===== src/rtl/serpent_pkg.sv =====
// Shared widths, rotate/shift amounts and rotate helpers for the Serpent linear transform.
package serpent_pkg;
  localparam int unsigned BLK_W  = 128;
  localparam int unsigned WORD_W = 32;

  localparam int unsigned ROT_A = 13;
  localparam int unsigned ROT_B = 3;
  localparam int unsigned ROT_C = 1;
  localparam int unsigned ROT_D = 7;
  localparam int unsigned ROT_E = 5;
  localparam int unsigned ROT_F = 22;
  localparam int unsigned SHF_A = 3;
  localparam int unsigned SHF_B = 7;

  localparam logic [5:0] BYPASS_ROUND_DFLT = 6'd31;

  typedef logic [WORD_W-1:0] word_t;

  function automatic word_t rol(input word_t x, input int unsigned n);
    return (x << n) | (x >> (WORD_W - n));
  endfunction

  function automatic word_t ror(input word_t x, input int unsigned n);
    return (x >> n) | (x << (WORD_W - n));
  endfunction
endpackage


===== src/rtl/serpent_lt_half.sv =====
// One half of the Serpent linear transform (forward or inverse), purely combinational.
module serpent_lt_half
  import serpent_pkg::*;
(
  input  logic [BLK_W-1:0] blk_i,
  input  logic             decrypt_i,
  input  logic             second_i,
  output logic [BLK_W-1:0] blk_o
);
  word_t x0, x1, x2, x3;

  always_comb begin
    x0 = blk_i[127:96];
    x1 = blk_i[95:64];
    x2 = blk_i[63:32];
    x3 = blk_i[31:0];
    if (!decrypt_i) begin
      if (!second_i) begin
        x0 = rol(x0, ROT_A);
        x2 = rol(x2, ROT_B);
        x1 = x1 ^ x0 ^ x2;
        x3 = x3 ^ x2 ^ (x0 << SHF_A);
        x1 = rol(x1, ROT_C);
        x3 = rol(x3, ROT_D);
      end else begin
        x0 = x0 ^ x1 ^ x3;
        x2 = x2 ^ x3 ^ (x1 << SHF_B);
        x0 = rol(x0, ROT_E);
        x2 = rol(x2, ROT_F);
      end
    end else begin
      // Inverse halves undo the forward halves in reverse order.
      if (!second_i) begin
        x2 = ror(x2, ROT_F);
        x0 = ror(x0, ROT_E);
        x2 = x2 ^ x3 ^ (x1 << SHF_B);
        x0 = x0 ^ x1 ^ x3;
        x3 = ror(x3, ROT_D);
        x1 = ror(x1, ROT_C);
      end else begin
        x3 = x3 ^ x2 ^ (x0 << SHF_A);
        x1 = x1 ^ x0 ^ x2;
        x2 = ror(x2, ROT_B);
        x0 = ror(x0, ROT_A);
      end
    end
    blk_o = {x0, x1, x2, x3};
  end
endmodule


===== src/rtl/serpent_lt_pipe.sv =====
// Pipelined Serpent linear transform (forward/inverse, per-beat bypass) with valid/ready flow.
// Latency STAGES cycles; o_ready is combinational from i_ready so a full pipe can shift.
module serpent_lt_pipe
  import serpent_pkg::*;
#(
  parameter int unsigned STAGES       = 2,
  parameter int unsigned TAG_W        = 4,
  parameter logic [5:0]  BYPASS_ROUND = BYPASS_ROUND_DFLT
) (
  input  logic             i_clk,
  input  logic             i_rst_n,
  input  logic             i_valid,
  output logic             o_ready,
  input  logic [BLK_W-1:0] i_data,
  input  logic [5:0]       i_round,
  input  logic             i_decrypt,
  input  logic [TAG_W-1:0] i_tag,
  output logic             o_valid,
  input  logic             i_ready,
  output logic [BLK_W-1:0] o_data,
  output logic [TAG_W-1:0] o_tag,
  output logic             o_busy
);
  logic             byp_in;
  logic [BLK_W-1:0] h0_out, h1_in, h1_out;
  logic             h1_dec;

  assign byp_in = (i_round == BYPASS_ROUND);

  serpent_lt_half u_half0 (
    .blk_i     (i_data),
    .decrypt_i (i_decrypt),
    .second_i  (1'b0),
    .blk_o     (h0_out)
  );

  serpent_lt_half u_half1 (
    .blk_i     (h1_in),
    .decrypt_i (h1_dec),
    .second_i  (1'b1),
    .blk_o     (h1_out)
  );

  if (STAGES == 1) begin : g_one
    logic             s_vld_q;
    logic [BLK_W-1:0] s_dat_q, s_dat_d;
    logic [TAG_W-1:0] s_tag_q;
    logic             s_en;

    assign h1_in   = h0_out;
    assign h1_dec  = i_decrypt;
    assign s_dat_d = byp_in ? i_data : h1_out;
    assign s_en    = ~s_vld_q | i_ready;

    always_ff @(posedge i_clk or negedge i_rst_n) begin
      if (!i_rst_n) begin
        s_vld_q <= 1'b0;
        s_dat_q <= '0;
        s_tag_q <= '0;
      end else if (s_en) begin
        s_vld_q <= i_valid;
        if (i_valid) begin
          s_dat_q <= s_dat_d;
          s_tag_q <= i_tag;
        end
      end
    end

    assign o_ready = s_en;
    assign o_valid = s_vld_q;
    assign o_data  = s_dat_q;
    assign o_tag   = s_tag_q;
    assign o_busy  = s_vld_q;
  end else begin : g_two
    logic             a_vld_q, a_dec_q, a_byp_q, b_vld_q;
    logic [BLK_W-1:0] a_dat_q, a_dat_d, b_dat_q, b_dat_d;
    logic [TAG_W-1:0] a_tag_q, b_tag_q;
    logic             a_en, b_en;

    // A stage loads when empty or when its beat moves into B this cycle.
    assign b_en    = ~b_vld_q | i_ready;
    assign a_en    = ~a_vld_q | b_en;
    assign h1_in   = a_dat_q;
    assign h1_dec  = a_dec_q;
    assign a_dat_d = byp_in ? i_data : h0_out;
    assign b_dat_d = a_byp_q ? a_dat_q : h1_out;

    always_ff @(posedge i_clk or negedge i_rst_n) begin
      if (!i_rst_n) begin
        a_vld_q <= 1'b0;
        a_dec_q <= 1'b0;
        a_byp_q <= 1'b0;
        a_dat_q <= '0;
        a_tag_q <= '0;
        b_vld_q <= 1'b0;
        b_dat_q <= '0;
        b_tag_q <= '0;
      end else begin
        if (a_en) begin
          a_vld_q <= i_valid;
          if (i_valid) begin
            a_dat_q <= a_dat_d;
            a_tag_q <= i_tag;
            a_dec_q <= i_decrypt;
            a_byp_q <= byp_in;
          end
        end
        if (b_en) begin
          b_vld_q <= a_vld_q;
          if (a_vld_q) begin
            b_dat_q <= b_dat_d;
            b_tag_q <= a_tag_q;
          end
        end
      end
    end

    assign o_ready = a_en;
    assign o_valid = b_vld_q;
    assign o_data  = b_dat_q;
    assign o_tag   = b_tag_q;
    assign o_busy  = a_vld_q | b_vld_q;
  end
endmodule


===== config.mk =====
export PLATFORM = sky130hd
export DESIGN_NAME = serpent_lt_pipe
export DESIGN_NICKNAME = d
export VERILOG_FILES = /design/src/rtl/serpent_pkg.sv /design/src/rtl/serpent_lt_half.sv /design/src/rtl/serpent_lt_pipe.sv
export SDC_FILE = /design/constraint.sdc
export NUM_CORES = 1
export LEC_CHECK = 0
export CORE_MARGIN = 5
export CORE_UTILIZATION = 56
export CTS_BUF_LIST = sky130_fd_sc_hd__clkbuf_2 sky130_fd_sc_hd__clkbuf_4 sky130_fd_sc_hd__clkbuf_8
export DETAILED_ROUTE_END_ITERATION = 7
export MAX_ROUTING_LAYER = met4
export PLACE_DENSITY = 0.81
export SLEW_MARGIN = 20
export SYNTH_ARGS = -nofsm -noshare
export SYNTH_HDL_FRONTEND = slang
export SYNTH_HIERARCHICAL = 1
export SYNTH_SLANG_ARGS = --single-unit
export TNS_END_PERCENT = 50

===== constraint.sdc =====
create_clock -name i_clk -period 1.6 [get_ports i_clk]
set_clock_uncertainty 0.05 [all_clocks]
set_input_delay 0.4 -clock i_clk [delete_from_list [all_inputs] [get_ports i_clk]]
set_output_delay 0.4 -clock i_clk [all_outputs]
set_load 0.01 [all_outputs]

==> results of run 1 <==
cells by family after synthesis:
group	count (synthesis)	synth area share
xor+xnor	478	0.168
simple gates	693	0.111
other cells	2	0.000233
flops	268	0.208
buf+inv	617	0.0916
mux	371	0.117
compound gates	1235	0.304
metrics by stage:
step | std cells | utilization | area [sq um] | hold WS, ns | setup TNS, ns
floorplan | 3664 | - | 32300 | 0.0544 | -0.342
global placement | 5299 | 0.755 | 43300 | 0.253 | -123.76
detailed placement | 5299 | 0.755 | 43300 | 0.254 | -131.81
CTS | 5462 | 0.800 | 45900 | 0.172 | -58.18
per-layer routing:
layer	overflow	global-route usage
met1	0	0.745
met2	9	0.891
met3	0	0.554
met4	4	0.716
met5	-	-
synth_stat cells (25+ instances only):
cell type / count / share of area
nand3b_1: 94 / 0.022
a211oi_1: 75 / 0.017
xnor3_1: 32 / 0.022
a32oi_1: 136 / 0.037
mux2i_1: 314 / 0.098
o21ai_0: 149 / 0.023
nand2b_1: 50 / 0.0097
a21oi_1: 254 / 0.039
nor2_1: 158 / 0.018
nor2b_1: 123 / 0.024
buf_2: 274 / 0.043
o311a_1: 128 / 0.040
nand2_1: 209 / 0.024
a2bb2oi_2: 121 / 0.056
dfrtp_1: 268 / 0.21
a21bo_2: 94 / 0.029
mux2_2: 51 / 0.018
xor2_1: 168 / 0.046
xor3_1: 53 / 0.039
a31oi_1: 177 / 0.034
a221o_1: 26 / 0.0081
inv_1: 65 / 0.0076
a211o_1: 25 / 0.0068
clkbuf_1: 209 / 0.024
xnor2_1: 225 / 0.061
timing repair:
action	4_1_cts
resized for setup	711
gates cloned	13
endpoints found under the setup margin	329
endpoints found under the hold margin	268
setup buffers	69
hold buffers	1
pin swaps	129
==> impl_metrics.toml, run 1 <==
[clocking]
clkSinkCount = 268
htree_levels = 2
clk_root_buffer_cell = "clkbuf_8"
cts_made_buffers = 46
clock_path_buffers = 3

[global_route]
pin_count_of_the_biggest_net_entering_global_routing = 236
grtUsageTotal = 0.742
overflow = 13

[timing]
globalroute.repair_timing.worst_endpoint = "o_data[110]$_DFFE_PN0P_/D"
worst-ep-kind = "register data pin"

[floorplanning]
num_rows = 88
chipHeight_um = 250
die_w_um = 250
starting_density = 0.562
io_pins = 278

[placed_design]
dp_hpwl_um = 138000
place_ws_ns = -0.989
finalWeightedCongestion = 1.27
port-buffer-count = 277

[synth]
post_synth.cell_area_avg_sq_um = 8.80
netlist_area_sq_um = 32200
seq_area_frac_synth = 0.208
synth_enable_flop_cells = 0
asyncSetResetFlopFracSynth = 1.00
nets_in_the_synthesized_netlist = 3807
synth_ff_type = "dfrtp_1"
synth_cells = 3664
synth_seq_cells = 268
yosys_warnings = 6
ys_types = 55

[run_status]
outcome.stop_stage = "5_1_grt"
run_status = "stopped before the end"
first-error = "[ERROR GRT-0232] Routing congestion too high. Check the congestion heatmap in the GUI."
==> inputs of run 2 (changes only) <==
--- a/config.mk
+++ b/config.mk
@@ -6,11 +6,9 @@
 export NUM_CORES = 1
 export LEC_CHECK = 0
 export CORE_MARGIN = 5
-export CORE_UTILIZATION = 56
-export CTS_BUF_LIST = sky130_fd_sc_hd__clkbuf_2 sky130_fd_sc_hd__clkbuf_4 sky130_fd_sc_hd__clkbuf_8
+export CORE_UTILIZATION = 40
 export DETAILED_ROUTE_END_ITERATION = 7
-export MAX_ROUTING_LAYER = met4
-export PLACE_DENSITY = 0.81
+export PLACE_DENSITY_LB_ADDON = 0.15
 export SLEW_MARGIN = 20
 export SYNTH_ARGS = -nofsm -noshare
 export SYNTH_HDL_FRONTEND = slang
==> constraint.sdc (replaced) <==
create_clock -name i_clk -period 2.1 [get_ports i_clk]
set_clock_uncertainty 0.05 [all_clocks]
set_input_delay 0.525 -clock i_clk [delete_from_list [all_inputs] [get_ports i_clk]]
set_output_delay 0.525 -clock i_clk [all_outputs]
set_load 0.01 [all_outputs]
==> impl_metrics.toml, run 2 <==
[synth]
post_synth.cell_area_avg_sq_um = 8.80
yosys-top-cells-count = "mux2i_1 (314), buf_2 (274), dfrtp_1 (268)"
seq_area_frac_synth = 0.208
synthMostInstantiatedCell = "mux2i_1"
synth_top_area_share = 0.208
synth_seq_cells = 268
netlist_area_sq_um = 32200
ys_types = 55
asyncSetResetFlopFracSynth = 1.00
nets_in_the_synthesized_netlist = 3807
synth_enable_flop_cells = 0
synth_cells = 3664
synth_ff_type = "dfrtp_1"
post-synth-top-area-cell = "dfrtp_1"
yosys_warnings = 6
synth.area.top_cells = "dfrtp_1 (21%), mux2i_1 (9.8%), xnor2_1 (6.1%), a2bb2oi_2 (5.6%), xor2_1 (4.6%)"

[timing]
achievable-frequency_mhz = 473
report.final.setup_viol = 2
timing.final.ws_setup_ns = -0.0152
timing.setup.tns_ns = -0.0279
finalHoldViolCount = 0
tightest_slew_ns = 1.03
rsz0062_at_grt = "yes"
slew_viol_final = 0
min_period_over_period = 1.01
max_slew_margin = 0.313
min_period_ns = 2.12

[run_status]
run_status = "finished, violations left"
violations = "setup timing"

[clocking]
path_clk_slew_ns = 0.06
cts_made_buffers = 34
cts_tree = "done"
htree_levels = 2
clk_root_buffer_cell = "clkbuf_16"
clkSinkCount = 268
cts_post_setup_buffers_inserted = 0
clock_latency_at_the_later_pin_of_the_worst_skew_pair_ns = 0.56
clock_path_buffers = 3

[power_and_ir_drop]
cell_area_power_density_nw_per_um2 = 803
vdd.ir_drop.worst_mv = 0.503
total_leakage_power_nw = 18.6

[layout]
layout.cells.non_filler = 5517
nNetsFinal = 4576
syn2layout_area_growth_pct = 36.5
insertedDiodeCount = 0
drive_gt1_frac = 0.304
layout.cells.most_common_list = "buf_4 (884), mux2i_1 (308), dfrtp_1 (262)"
final_common_cell = "buf_4"

[drt]
drtAntennaViolNets = 0
remaining_drc_errors = 0
detail_route.wirelength_um = 192000
first_iter_violations = 4972
drt-wirelength-per-cell_um = 34.8
vias = 34972
routed_via_density = 6.34
drt_first_pass_iters = 6

[global_route]
overflow = 0
wire_length_of_the_first_global_routing_pass_um = 259000
number_of_global_route_vias_before_repair = 32615
grtUsageTotal = 0.422
pin_count_of_the_biggest_net_entering_global_routing = 236
met3_usage = 0.0667
grtUsageMet1 = 0.549
antenna_found_initial = 3
grtUsageMet2 = 0.636
top_usage_layer = "met2"

[floorplanning]
chipHeight_um = 294
die_area_sq_um = 86300
core-area_sq_um = 80200
num_rows = 104
io_pins = 278
die_w_um = 294
starting_density = 0.402

[placed_design]
finalWeightedCongestion = 1.09
place.detailed.instances = 5456
place_ws_ns = -0.654
dp_hpwl_um = 154000
port-buffer-count = 277

[critical_path]
cp_max_fo = 4
worst-endpoint-required_ns = 2.52
critical_path.startpoint_type = "primary input"
worst_r2r_path_depth = 5
cp_data_arrival_time_ns = 2.53
category_of_the_worst_setup_path_capture_point = "flop"
timing_worst_setup_path_type = "in2reg"

[min_path]
min_delay_path_depth = 2
min_delay_path_class = "in2reg"

[flow_run]
max_cap_viol_count = 0
==> run 2: cell counts after synthesis <==
Identical to the previous run, type by type.
==> run 2: what timing repair did <==
action | 4_1_cts | 5_1_grt
hold endpoints to repair | 26 | 0
setup endpoints to repair | 31 | 33
hold buffers | 1 | 0
gates resized for setup | 38 | 26
==> run 2: layout make-up <==
| class | instances | area [sq um] |
|---|---|---|
| clock buffers | 50 | 1020 |
| repair buffers | 1284 | 11800 |
| flip-flops and latches | 268 | 6720 |
| multi-input cells | 2779 | 22700 |
| inverters | 66 | 248 |
| fillers | 7567 | 36200 |
| well taps | 1060 | 1330 |
| clock inverters | 10 | 150 |
==> run 2: through the flow <==
step                      power, mW  cell area (sq um)   util  hold WS [ns]
after global routing           36.2              44000  0.549         0.349
after floorplan                17.9              32200      -         0.179
after CTS                      34.6              43900  0.548         0.321
after detailed placement       28.2              42700  0.532         0.402
after global placement         28.1              42700  0.532         0.402
final                          35.3              44000  0.549         0.356
==> run 2: kinds of logic after synthesis <==
kind of cell,Yosys count,share of synthesized area
muxes,371,0.117
other,2,0.000233
DFF,268,0.208
and+or+nand+nor,693,0.111
xor gates and xnor gates,478,0.168
AOI/OAI and AO/OA,1235,0.304
buffers and inverters,617,0.0916
==> run 2: worst paths after layout <==
| path | endpoint | start | slack (ns) |
|---|---|---|---|
| min in group asynchronous | o_data[92] | i_rst_n | 0.42 |
| worst min-delay path | g_two.a_vld_q | i_valid | 0.36 |
| worst max register to register | o_data[3] | g_two.a_dat_q[35] | -0.01 |
| worst max-delay path | g_two.a_dat_q[119] | i_data[124] | -0.02 |
| worst min register to register | g_two.a_tag_q[0] | g_two.a_tag_q[0] | 0.44 |
| max in group asynchronous | g_two.a_dat_q[52] | i_rst_n | 0.89 |
==> run 2: layer usage <==
layer  vias to the layer above  routed length [um]
met5                         -                  18
met4                         2               18300
met3                       638               17200
met2                      2321               81500
met1                     17037               74800
li1                      14974                   -
==> run 2: critical path, cell delays in order <==
cell,delay (ns)
clkdlybuf4s50_1,0.76
buf_4,0.26
nand2_1,0.10
mux2_2,0.28
a32oi_1,0.18
buf_4,0.17
o21ai_1,0.06
a2bb2oi_1,0.18
==> run 2: where the power goes <==
group,switching (mW),internal (mW)
clock,2.51,3.86
combinational,10.6,10.0
sequential,1.89,6.38
total,15.0,20.3
Power figures use the tool's default switching activity.
